`config.mk`:
```
export PLATFORM = sky130hd
export DESIGN_NAME = user_position_ctl
export DESIGN_NICKNAME = d
export VERILOG_FILES = /design/src/rtl/user_position_ctl.sv
export SDC_FILE = /design/constraint.sdc
export NUM_CORES = 1
export LEC_CHECK = 0
export BUFFER_PORTS_ARGS = -buffer_cell sky130_fd_sc_hd__buf_2
export CORE_ASPECT_RATIO = 1.4
export CORE_MARGIN = 2
export CORE_UTILIZATION = 59
export CTS_CLUSTER_SIZE = 30
export DETAILED_ROUTE_END_ITERATION = 6
export PLACE_DENSITY = 0.82
export SYNTH_ARGS = -nofsm -noshare
export SYNTH_HDL_FRONTEND = slang
export SYNTH_SLANG_ARGS = --single-unit
```
`constraint.sdc`:
```
create_clock -name pclk -period 6.32 [get_ports pclk]
set_clock_uncertainty 0.15 [all_clocks]
set_input_delay 1.58 -clock pclk [delete_from_list [all_inputs] [get_ports pclk]]
set_output_delay 1.58 -clock pclk [all_outputs]
set_load 0.01 [all_outputs]
```
`src/rtl/user_position_ctl.sv`:
```
// user_position_ctl: moves a sprite by STEP pixels per frame in response to
// key levels, clamps it to the visible screen and refuses any move that would
// overlap an entry of the external obstacle table. Obstacle entries are read
// one per cycle from a table with one cycle of read latency. Each new position
// is checked against every entry before it is committed.
module user_position_ctl #(
  parameter int STEP     = 4,
  parameter int SPRITE_W = 100,
  parameter int SPRITE_H = 100,
  parameter int SCREEN_W = 800,
  parameter int SCREEN_H = 600,
  parameter int X_INIT   = 0,
  parameter int Y_INIT   = 250,
  parameter int N_OBST   = 8
) (
  input  logic        pclk,
  input  logic        rst,
  input  logic        vsync_in,
  input  logic        key_up,
  input  logic        key_down,
  input  logic        key_left,
  input  logic        key_right,
  input  logic        freeze,
  output logic [2:0]  obst_addr,
  input  logic [47:0] obst_data,
  output logic [11:0] x_pos,
  output logic [11:0] y_pos,
  output logic        busy
);

  typedef enum logic [1:0] {
    IDLE   = 2'd0,
    CALC   = 2'd1,
    CHECK  = 2'd2,
    COMMIT = 2'd3
  } state_t;

  // cnt counts cycles spent in CHECK; it must reach N_OBST (last compare).
  localparam int CW = $clog2(N_OBST + 1);

  localparam logic signed [12:0] STEP_S = 13'(STEP);
  localparam logic signed [12:0] MAX_X  = 13'(SCREEN_W - SPRITE_W);
  localparam logic signed [12:0] MAX_Y  = 13'(SCREEN_H - SPRITE_H);
  localparam logic [12:0]        SPR_W  = 13'(SPRITE_W);
  localparam logic [12:0]        SPR_H  = 13'(SPRITE_H);
  localparam logic [CW-1:0]      LAST_CNT  = CW'(N_OBST);
  localparam logic [CW-1:0]      LAST_ADDR = CW'(N_OBST - 1);

  state_t        state;
  state_t        state_next;
  logic          vs_prev;
  logic          tick;
  logic [11:0]   cand_x;
  logic [11:0]   cand_y;
  logic [11:0]   calc_x;
  logic [11:0]   calc_y;
  logic          cand_same;
  logic [CW-1:0] cnt;
  logic [CW-1:0] cnt_next;
  logic [CW-1:0] addr_sel;
  logic [2:0]    addr_next;
  logic          busy_next;
  logic          cmp_en;
  logic          cmp_last;
  logic          hit;

  // Signed move term for one axis; opposing keys cancel.
  function automatic logic signed [12:0] axis_step(input logic pos_key,
                                                   input logic neg_key);
    logic signed [12:0] d;
    if (pos_key && !neg_key) begin
      d = STEP_S;
    end else if (neg_key && !pos_key) begin
      d = -STEP_S;
    end else begin
      d = 13'sd0;
    end
    return d;
  endfunction

  // Apply a move and clamp the result into [0, max].
  function automatic logic [11:0] move_clamp(input logic [11:0]        pos,
                                             input logic signed [12:0] d,
                                             input logic signed [12:0] max);
    logic signed [12:0] v;
    logic [11:0]        r;
    v = $signed({1'b0, pos}) + d;
    if (v < 13'sd0) begin
      r = 12'd0;
    end else if (v > max) begin
      r = max[11:0];
    end else begin
      r = v[11:0];
    end
    return r;
  endfunction

  // Rectangle overlap of the sprite at (cx,cy) with one table entry; an entry
  // with x0 == x1 is an unused slot.
  function automatic logic collides(input logic [11:0] cx,
                                    input logic [11:0] cy,
                                    input logic [47:0] e);
    logic [12:0] x0;
    logic [12:0] y0;
    logic [12:0] x1;
    logic [12:0] y1;
    logic [12:0] cx13;
    logic [12:0] cy13;
    x0   = {1'b0, e[47:36]};
    y0   = {1'b0, e[35:24]};
    x1   = {1'b0, e[23:12]};
    y1   = {1'b0, e[11:0]};
    cx13 = {1'b0, cx};
    cy13 = {1'b0, cy};
    return (x0 != x1) && (cx13 < x1) && ((cx13 + SPR_W) > x0) &&
           (cy13 < y1) && ((cy13 + SPR_H) > y0);
  endfunction

  assign tick      = vsync_in & ~vs_prev;
  assign calc_x    = move_clamp(x_pos, axis_step(key_right, key_left), MAX_X);
  assign calc_y    = move_clamp(y_pos, axis_step(key_down, key_up), MAX_Y);
  assign cand_same = (calc_x == x_pos) && (calc_y == y_pos);
  // obst_data for entry cnt-1 is valid once cnt has advanced past zero.
  assign cmp_en    = (cnt != {CW{1'b0}});
  assign cmp_last  = (cnt == LAST_CNT);
  assign hit       = cmp_en && collides(cand_x, cand_y, obst_data);

  // State register.
  always_ff @(posedge pclk) begin
    if (rst) begin
      state <= IDLE;
    end else begin
      state <= state_next;
    end
  end

  // Next-state decision; freeze aborts any operation in progress.
  always_comb begin
    state_next = state;
    case (state)
      IDLE: begin
        if (tick && !freeze) begin
          state_next = CALC;
        end else begin
          state_next = IDLE;
        end
      end
      CALC: begin
        if (freeze || cand_same) begin
          state_next = IDLE;
        end else begin
          state_next = CHECK;
        end
      end
      CHECK: begin
        if (freeze || hit) begin
          state_next = IDLE;
        end else if (cmp_en && cmp_last) begin
          state_next = COMMIT;
        end else begin
          state_next = CHECK;
        end
      end
      COMMIT: begin
        state_next = IDLE;
      end
      default: begin
        state_next = IDLE;
      end
    endcase
  end

  // Next values of the registered outputs and the CHECK cycle counter.
  always_comb begin
    cnt_next  = {CW{1'b0}};
    addr_sel  = {CW{1'b0}};
    busy_next = (state_next != IDLE);
    if (state_next == CHECK) begin
      if (state == CHECK) begin
        cnt_next = cnt + CW'(1);
      end else begin
        cnt_next = {CW{1'b0}};
      end
      if (cnt_next > LAST_ADDR) begin
        addr_sel = LAST_ADDR;
      end else begin
        addr_sel = cnt_next;
      end
    end else begin
      cnt_next = {CW{1'b0}};
      addr_sel = {CW{1'b0}};
    end
    addr_next = 3'(addr_sel);
  end

  // Datapath and output registers; position is only written in COMMIT.
  always_ff @(posedge pclk) begin
    if (rst) begin
      vs_prev   <= 1'b1;
      x_pos     <= 12'(X_INIT);
      y_pos     <= 12'(Y_INIT);
      cand_x    <= 12'd0;
      cand_y    <= 12'd0;
      cnt       <= {CW{1'b0}};
      obst_addr <= 3'd0;
      busy      <= 1'b0;
    end else begin
      vs_prev   <= vsync_in;
      cnt       <= cnt_next;
      obst_addr <= addr_next;
      busy      <= busy_next;
      if (state == CALC) begin
        cand_x <= calc_x;
        cand_y <= calc_y;
      end else begin
        cand_x <= cand_x;
        cand_y <= cand_y;
      end
      if (state == COMMIT && !freeze) begin
        x_pos <= cand_x;
        y_pos <= cand_y;
      end else begin
        x_pos <= x_pos;
        y_pos <= y_pos;
      end
    end
  end

endmodule

```
==> impl_metrics.toml, run 1 <==
[status]
status = "finished, final reports clean"

[drt]
wl_per_cell_um = 16.6
route.vias.total = 6225
drt_pass1_iterations = 5
routed_wl_um = 16500
drtAntennaViolNets = 0
drc = 0
drt-initial-drc-count = 473
via_per_inst = 6.23

[sta]
rsz0062_at_grt = "false"
maxSlewViolCount = 0
tightest_slew_ps = 915
fmax_mhz = 184
maxSlewHeadroom_pct = 39.0
finalSetupViolCount = 0
min_period_ps = 5420
final_hold_viol_count = 0
fin_tns_setup_ps = 0
fin_crit_sh_pct = 85.8

[logic_synthesis]
synthFlopType = "dfxtp_1"
synth-compound-area-share_pct = 23.8
yosys_warnings = 0
synth_top_family_by_area = "simple AND/OR/NAND/NOR gates"
syn_inst = 814
yosys-mux-area-fraction_pct = 0.668
yosysSeqAreaShare_pct = 19.7
ys_ff_latch = 59
syn-cell-area_mm2 = 0.00600
synthArstFlopShare_pct = 0
synth_area_per_cell_um2 = 7.37
synth_edf_count = 0
syn_nets = 932
synth_xor_area_share_pct = 7.59
ys_types = 82
synth-adder-area-share_pct = 13.2
synth-simple-area-share_pct = 27.0

[clock_tree]
clk_latency_ps = 330
clock-sinks = 59
cts-resized-gates = 0
clk_pin_slew_ps = 50
ctsHoldBuffers = 0
htreeDepth = 3
cts_tree = "built"
root_buffer = "clkbuf_16"
cts_made_buffers = 9
max-clock-path-buffers = 2
post_cts_buffers = 0

[pwr]
vdd_drop_max_uv = 119
power_mw = 1.07
powerDensity_mw_per_mm2 = 160
p_int_mw = 0.795
pwr-share-seq_pct = 35.3
power_leakage_nw = 3.01
power_frac_comb_pct = 17.1
power.net_switching_mw = 0.274
clockPowerShare_pct = 47.6
switching_share_pct = 25.7

[setup_path]
crit_start = "key_right"
cp-end-kind = "register"
start_kind = "input pin"
reg2reg_from = "cand_x[2]$_SDFFE_PP0P_"
cp_cell_sequence = "buf_2 -> inv_1 -> ha_1 -> fa_1 -> nand4b_1 -> nand4_1 -> a21oi_1 -> a211oi_2 -> and3_1 -> nand4b_1 -> a32o_1 -> or4b_1 -> o31ai_2 -> a21oi_1"
crit_fanout = 19
cp_num_buf_inv = 2
slowest_delay_ps = 610
rrSetupSlack_ps = 2080
worst_ep_required_time_ps = 6350
critPathTopFamily = "simple AND/OR/NAND/NOR gates"
worstSetupPathType = "input pin to register"
r2r_cells = 14
reg2reg_to = "busy$_SDFF_PP0_"
arrival_ps = 5450
slowest_stage = "ha_1"

[placed_design]
hpwl_um = 12500
gp_congestion = 0.908
place_area_mm2 = 0.00637
port_buffers = 83

[grt]
grt_start_max_net_pins = 50
grt.busiest_layer = "met2"
met1_usage_pct = 35.4
grtUsageMet3_pct = 3.40
use_met2_pct = 53.1
grt_pass1_vias = 5805
grt_remaining_overflow = 0
antenna_found_initial = 0
grt_pass1_wl_um = 26400
track_usage_pct = 29.9

[floorplanning]
start_util_pct = 60.6
rows = 43
die_h_um = 123
core_area_mm2 = 0.00990
fp.dieW_um = 89.2
die_area_mm2 = 0.0110
ios = 84

[min_path]
hp-class = "register to register"
holdPathEnd = "y_pos[1]$_SDFFE_PP1P_"
min_path_cells = 2
hold_start = "y_pos[1]$_SDFFE_PP1P_"

[finish]
drive_gt1_share_pct = 14.2
antenna_cells = 0
seq_area_mm2 = 0.00118
area_growth_pct = 11.4
multi_input_area_mm2 = 0.00434
nets = 977
nFillCells = 880
design_area_mm2 = 0.00668

[run]
cap_viol_max_count = 0
[stage by stage]
stage	setup slack, ps	hold WS [ps]	cells	util [%]
after global routing	539	387	999	67.5
final	899	359	999	67.5
after floorplan	1240	303	814	-
after CTS	956	357	999	67.5
after detailed placement	623	343	983	64.4
after global placement	760	320	983	64.4
[cell usage in the layout (no fill, tap or decap), drive strengths merged, types with 16 or more instances in the layout]
cell type / synthesis / layout
xor2: 32 / 32
xnor2: 20 / 20
inv: 64 / 64
nand3: 19 / 19
nand4: 16 / 16
a21oi: 64 / 64
nor2: 64 / 64
buf: 22 / 87
ha: 60 / 60
dfxtp: 59 / 59
nand2: 99 / 99
o21ai: 22 / 22
[tightest hold or removal path, delay by kind of cell, from the launching register on]
family	cells	cell delay (ps)
AND/OR/NAND/NOR	2	130
flip-flops	1	320
[worst max path at each step]
stage	to	cells after the start	slack [ps]
2_1_floorplan	busy$_SDFF_PP0_	15	1240
3_3_place_gp	busy$_SDFF_PP0_	14	760
3_5_place_dp	busy$_SDFF_PP0_	14	620
4_1_cts	busy$_SDFF_PP0_	14	960
5_1_grt	busy$_SDFF_PP0_	14	540
6_report	busy$_SDFF_PP0_	14	900
[per-layer routing]
layer / share of wire, % / up-vias
met5: 0 / -
met1: 40 / 2928
met3: 5.1 / 48
met4: 3.2 / 0
li1: - / 2996
met2: 51 / 253
[power by group through the flow]
stage | combinational (mW) | clock, mW | sequential, mW
after floorplan | 0.131 | 0 | 0.384
after global placement | 0.173 | 0 | 0.385
after detailed placement | 0.180 | 0 | 0.385
after CTS | 0.182 | 0.504 | 0.377
after global routing | 0.204 | 0.525 | 0.377
final | 0.183 | 0.509 | 0.377
[registers in the layout (all words and copies together), names as in the netlist]
name	cells
cand_x	12
obst_addr	3
vs_prev	1
y_pos	12
x_pos	12
cand_y	12
cnt	4
state	2
busy	1
[cell usage after synthesis, types with 9 or more instances]
cell	instances	area, µm²
xor2_1	32	280
a22oi_1	10	75.1
nand3b_1	12	90.1
and3_1	11	68.8
clkbuf_1	31	116
ha_1	60	751
nand3_1	19	95.1
and2_1	9	56.3
nand2_1	99	372
a21oi_1	64	320
nor2_1	64	240
nor2b_1	10	62.6
nand2b_1	14	87.6
inv_1	63	236
buf_2	17	85.1
a21o_1	9	67.6
o21a_1	9	67.6
nor3_1	15	75.1
xnor2_1	20	175
nand4_1	16	100
o21ai_0	21	105
dfxtp_1	59	1180
[layout make-up]
cell class / instances / share of cell area [%]
clock buffers: 11 / 3.48
flip-flops and latches: 59 / 17.7
repair buffers: 87 / 6.67
clock inverters: 5 / 1.16
inverters: 64 / 3.59
multi-input cells: 638 / 64.9
well taps: 135 / 2.53
[kinds of logic after synthesis]
family / Yosys count
xor+xnor: 52
fa+ha+maj: 62
buf+inv: 117
flops: 59
simple gates: 317
compound gates: 203
mux: 4
Power figures use the tool's default switching activity.
==> run 2, diff against run 1 <==
--- a/config.mk
+++ b/config.mk
@@ -5,12 +5,14 @@
 export SDC_FILE = /design/constraint.sdc
 export NUM_CORES = 1
 export LEC_CHECK = 0
+export ABC_AREA = 1
 export BUFFER_PORTS_ARGS = -buffer_cell sky130_fd_sc_hd__buf_2
 export CORE_ASPECT_RATIO = 1.4
 export CORE_MARGIN = 2
 export CORE_UTILIZATION = 59
 export CTS_CLUSTER_SIZE = 30
 export DETAILED_ROUTE_END_ITERATION = 6
+export MAX_ROUTING_LAYER = met4
 export PLACE_DENSITY = 0.82
 export SYNTH_ARGS = -nofsm -noshare
 export SYNTH_HDL_FRONTEND = slang
==> run 2 against run 1 <==
Register-to-register slack improved by 890 ps; critical path depth increased by 7; worst setup slack improved by 810 ps.
==> impl_metrics.toml, run 2 <==
[status]
status = "finished, final reports clean"

[setup_path]
cpMostUsedCell = "nand2_1"
arrival_ps = 4670
worstSetupPathType = "input pin to register"
slowest_delay_ps = 620
start_kind = "input pin"
cp-end-kind = "register"
cp_cell_sequence = "buf_2 -> inv_1 -> ha_1 -> ha_1 -> a31o_2 -> nor2_1 -> nand4_1 -> nand2_4 -> inv_1 -> nor2_4 -> nand3_1 -> nand2_1 -> nand2_1 -> nor2_1 -> nand2_1 -> nor2_1 -> nand2_1 -> nand2_2 -> nand2_2 -> nand3_4 -> nor2_2"
rrSetupSlack_ps = 2970
r2r_cells = 18
slowest_stage = "ha_1"
reg2reg_to = "obst_addr[2]$_SDFF_PP0_"
reg2reg_from = "cand_x[3]$_SDFFE_PP0P_"
worst_ep_required_time_ps = 6380
crit_fanout = 16

[finish]
design_area_mm2 = 0.00644
final_util_pct = 68.5
layout_common_cells = "nand2_1, inv_1, buf_2"
area_growth_pct = 13.8
antenna_cells = 0
final_common_cell = "nand2_1"
drive_gt1_share_pct = 15.8
nets = 1086

[clock_tree]
clk_pin_slew_ps = 50
cts-resized-gates = 0
cts_tree = "built"
htreeDepth = 3
root_buffer = "clkbuf_16"
clock-sinks = 59
ctsHoldBuffers = 0
max-clock-path-buffers = 2
clk_latency_ps = 330
post_cts_buffers = 0
cts_made_buffers = 9

[pwr]
powerDensity_mw_per_mm2 = 169
vdd_drop_max_uv = 154
power_leakage_nw = 3.50

[placed_design]
port_buffers = 83
place_area_mm2 = 0.00612
gp_congestion = 0.957
dp_slack_ps = 1470
hpwl_um = 11400

[sta]
fin_tns_setup_ps = 0
fin_crit_sh_pct = 72.9
finalSetupViolCount = 0
final_hold_viol_count = 0
tightest_slew_ps = 1090
min_period_ps = 4610
maxSlewHeadroom_pct = 27.2
maxSlewViolCount = 0
rsz0062_at_grt = "false"
finalWorstSetupSlack_ps = 1710
whs_ps = 329
fmax_mhz = 217

[logic_synthesis]
post-synth-top-count-cell = "nand2_1"
synthFlopType = "dfxtp_1"
synth_top_area_cell = "dfxtp_1"
synth_edf_count = 0
synth_top_area_share_pct = 20.9
syn_inst = 892
yosysSeqAreaShare_pct = 20.9
ys_ff_latch = 59
synth.area.top_cells = "dfxtp_1, nand2_1, ha_1"
synthArstFlopShare_pct = 0
yosys_warnings = 0
ys_types = 42
yosys-top-cells-count = "nand2_1, inv_1, nand3_1"
synth_area_per_cell_um2 = 6.34
syn-cell-area_mm2 = 0.00566
syn_nets = 1010

[floorplanning]
start_util_pct = 60.1
die_h_um = 120
core_area_mm2 = 0.00941
ios = 84
rows = 42
die_area_mm2 = 0.0104
fp.dieW_um = 86.8

[min_path]
holdPathEnd = "cand_y[0]$_SDFFE_PP0P_"
hp-class = "register to register"
min_path_cells = 2
hold_start = "cand_y[0]$_SDFFE_PP0P_"

[grt]
antenna_found_initial = 0
grtUsageMet3_pct = 4.13
met1_usage_pct = 31.5
grt_pass1_wl_um = 24000
grt_remaining_overflow = 0
use_met2_pct = 53.9
grt.busiest_layer = "met2"
track_usage_pct = 29.5
grt_start_max_net_pins = 42
grt_pass1_vias = 5435

[drt]
drc = 0
drt_pass1_iterations = 5
drt-initial-drc-count = 331
route.vias.total = 5968
via_per_inst = 5.51
drtAntennaViolNets = 0
routed_wl_um = 14500
wl_per_cell_um = 13.4

[run]
cap_viol_max_count = 0
run 2: changes by cell type after synthesis, sizes merged, moves of 11 or more:
cell	change
nand2b	-14
inv	+82
nand2	+158
xnor2	-13
nand3	+62
and3	-11
o21ai	+24
xor2	-15
clkbuf	-17
buf	-16
run 2: where the power goes:
group	internal [mW]	leakage, nW	total [mW]	switching (mW)
Sequential	0.375	0.476	0.379	0.00369
Combinational	0.0714	2.87	0.190	0.118
Clock	0.345	0.149	0.523	0.178
run 2: logic make-up (layout without fill, tap and decap cells):
group | after synthesis | count (layout) | share of synthesized area (%)
buffers and inverters | 166 | 247 | 11.6
AOI/OAI and AO/OA | 132 | 132 | 12.6
xor gates and xnor gates | 24 | 24 | 4.45
and+or+nand+nor | 449 | 449 | 36.4
adders and majority gates | 62 | 62 | 14.0
DFF | 59 | 59 | 20.9
run 2: per-stage QoR:
step / total power, mW / cells
after floorplan: 0.525 / 892
after global placement: 0.571 / 1067
after detailed placement: 0.574 / 1067
after CTS: 1.09 / 1083
after global routing: 1.14 / 1083
final: 1.09 / 1083
run 2: worst max-delay path: cells and delay by family:
| kind | cells | cell delay [ps] |
|---|---|---|
| buf+inv | 3 | 260 |
| simple gates | 15 | 1530 |
| fa+ha+maj | 2 | 1030 |
| compound gates | 1 | 260 |
run 2: worst max-delay path by stage:
stage | to | slack [ps] | depth (start not counted) | from
2_1_floorplan | cnt[3]$_SDFF_PP0_ | 2050 | 25 | key_right
3_3_place_gp | obst_addr[1]$_SDFF_PP0_ | 1520 | 21 | key_right
3_5_place_dp | obst_addr[0]$_SDFF_PP0_ | 1470 | 21 | key_right
4_1_cts | obst_addr[2]$_SDFF_PP0_ | 1730 | 21 | key_right
5_1_grt | obst_addr[2]$_SDFF_PP0_ | 1280 | 28 | key_right
6_report | obst_addr[2]$_SDFF_PP0_ | 1710 | 21 | key_right
run 2: routing by layer:
| layer | wire (µm) | part of all wire, % |
|---|---|---|
| met3 | 696 | 4.8 |
| met2 | 7620 | 52 |
| met1 | 5630 | 39 |
| met5 | 0 | 0 |
| met4 | 595 | 4.1 |
run 2: cell type report:
cell class,instances,area (µm²)
Sequential cell,59,1180
Inverter,146,548
Clock inverter,6,88.8
Clock buffer,10,229
Fill cell,877,2970
Timing Repair Buffer,85,430
Multi-Input combinational cell,667,3830
Tap cell,110,138
==> run 3, diff against run 2 <==
==> constraint.sdc (replaced) <==
create_clock -name pclk -period 4.67 [get_ports pclk]
set_clock_uncertainty 0.15 [all_clocks]
set_input_delay 1.1675 -clock pclk [delete_from_list [all_inputs] [get_ports pclk]]
set_output_delay 1.1675 -clock pclk [all_outputs]
set_load 0.01 [all_outputs]
==> run 3 against run 2 <==
Non-clock buffer count is 2 higher; combinational power increased by 37%; register-to-register slack lost 1600 ps; power increased by 32%; clock power up 27%; cell count barely moved; sequential power rose by 35%; utilization unchanged; first-iteration DRC count decreased by 17%; global-route usage rose by 1.0 points; worst hold slack lost 15 ps; largest power group unchanged; highest routed layer unchanged.
==> impl_metrics.toml, run 3 (synthesized netlist as in run 2, its figures left out) <==
[drt]
wl_per_cell_um = 13.6
routed_wl_um = 14700
drtAntennaViolNets = 0
drt_pass1_iterations = 4
drt-initial-drc-count = 276
wl_met1_um = 5700
wl_met3_um = 698
top_layer = "met4"
drc = 0
met2WireLength_um = 7710
via_per_inst = 5.49
route.vias.total = 5956

[finish]
final_common_cell = "nand2_1"
nets = 1088
design_area_mm2 = 0.00644
drive_gt1_share_pct = 16.0
instances_no_fill = 1084
area_growth_pct = 13.8
antenna_cells = 0
layout_common_cells = "nand2_1, inv_1, buf_2"
nFillCells = 871

[clock_tree]
root_buffer = "clkbuf_16"
post_cts_buffers = 0
max-clock-path-buffers = 2
ctsHoldBuffers = 0
cts_tree = "built"
clock-sinks = 59
cts_made_buffers = 9
clk_pin_slew_ps = 50
cts-resized-gates = 0
htreeDepth = 3
clk_latency_ps = 320

[grt]
grt_remaining_overflow = 0
antenna_found_initial = 0
track_usage_pct = 30.5
grt_pass1_wl_um = 24900
grt_start_max_net_pins = 41
grt_pass1_vias = 5732

[floorplanning]
die_area_mm2 = 0.0104
die_h_um = 120
rows = 42
start_util_pct = 60.1
core_area_mm2 = 0.00941
fp.dieW_um = 86.8
ios = 84

[sta]
final_hold_viol_count = 0
fmax_mhz = 244
tightest_slew_ps = 641
maxSlewViolCount = 0
fin_crit_sh_pct = 87.9
maxSlewHeadroom_pct = 57.2
fin_tns_setup_ps = 0
rsz0062_at_grt = "false"
finalSetupViolCount = 0
min_period_ps = 4100

[placed_design]
hpwl_um = 11800
gp_congestion = 0.956
port_buffers = 83
place_inst = 1069
place_area_mm2 = 0.00614

[setup_path]
slowest_delay_ps = 500
worst_ep_required_time_ps = 4780
cpMostUsedCell = "nand2_1"
cp_num_buf_inv = 3
r2r_cells = 18
crit_cells = 25
cp-end-kind = "register"
crit_fanout = 7
critPathTopFamily = "simple AND/OR/NAND/NOR gates"
slowest_stage = "fa_1"
start_kind = "input pin"
worstSetupPathType = "input pin to register"
arrival_ps = 4210

[run]
cap_viol_max_count = 0

[status]
status = "finished, final reports clean"

[pwr]
vdd_drop_max_uv = 219
powerDensity_mw_per_mm2 = 223
power_leakage_nw = 3.50

[min_path]
hp-class = "register to register"
min_path_cells = 2
## run 3: metrics by stage
stage | total power, mW | hold slack [ps] | worst slack, ps | utilization (%)
after global routing | 1.51 | 355 | 272 | 68.5
after CTS | 1.44 | 315 | 632 | 68.5
after floorplan | 0.710 | 295 | 814 | -
final | 1.44 | 315 | 566 | 68.5
after detailed placement | 0.781 | 308 | 359 | 65.3
after global placement | 0.778 | 303 | 359 | 65.3
## run 3: final cells by class
class | instances | area, µm² | share of cell area [%]
multi-input combinational | 667 | 3830 | 59.4
tap | 110 | 138 | 2.14
inverter | 146 | 548 | 8.51
sequential | 59 | 1180 | 18.3
timing repair buffer | 87 | 445 | 6.92
clock buffer | 11 | 253 | 3.92
clock inverter | 4 | 50.0 | 0.777
## run 3: worst reg2reg max path: stages, from the launching register on
cell and delay, ps:
dfxtp_1 420, ha_1 230, a21oi_1 120, nand2_1 80
nand2_1 70, nor3_1 300, xor2_1 120, ha_1 310
nand2_1 70, o21bai_1 150, nand2_1 60, a21oi_1 50
o21ai_0 190, nand4_1 240, nand4_1 160, nand2_1 90
inv_1 120, nand3_4 150, nor2_2 140
## run 3: final timing paths
| path | endpoint | start | slack [ps] |
|---|---|---|---|
| worst max-delay path | cnt[1]$_SDFF_PP0_ | key_down | 570 |
| worst min register to register | cand_y[0]$_SDFFE_PP0P_ | cand_y[0]$_SDFFE_PP0P_ | 310 |
| worst max register to register | cnt[1]$_SDFF_PP0_ | cand_x[3]$_SDFFE_PP0P_ | 1380 |
| worst min-delay path | cand_y[0]$_SDFFE_PP0P_ | cand_y[0]$_SDFFE_PP0P_ | 310 |
## run 3: power by group
part / total [mW] / internal (mW) / switching [mW]
registers: 0.513 / 0.508 / 0.00514
logic: 0.261 / 0.0976 / 0.163
clock network: 0.665 / 0.437 / 0.227
total: 1.44 / 1.04 / 0.396
## run 3: routing by layer
metal	GRT usage [%]	vias to the layer above
li1	-	3035
met1	32.2	2663
met2	55.0	204
met3	3.65	54
met4	15.1	0
met5	-	-
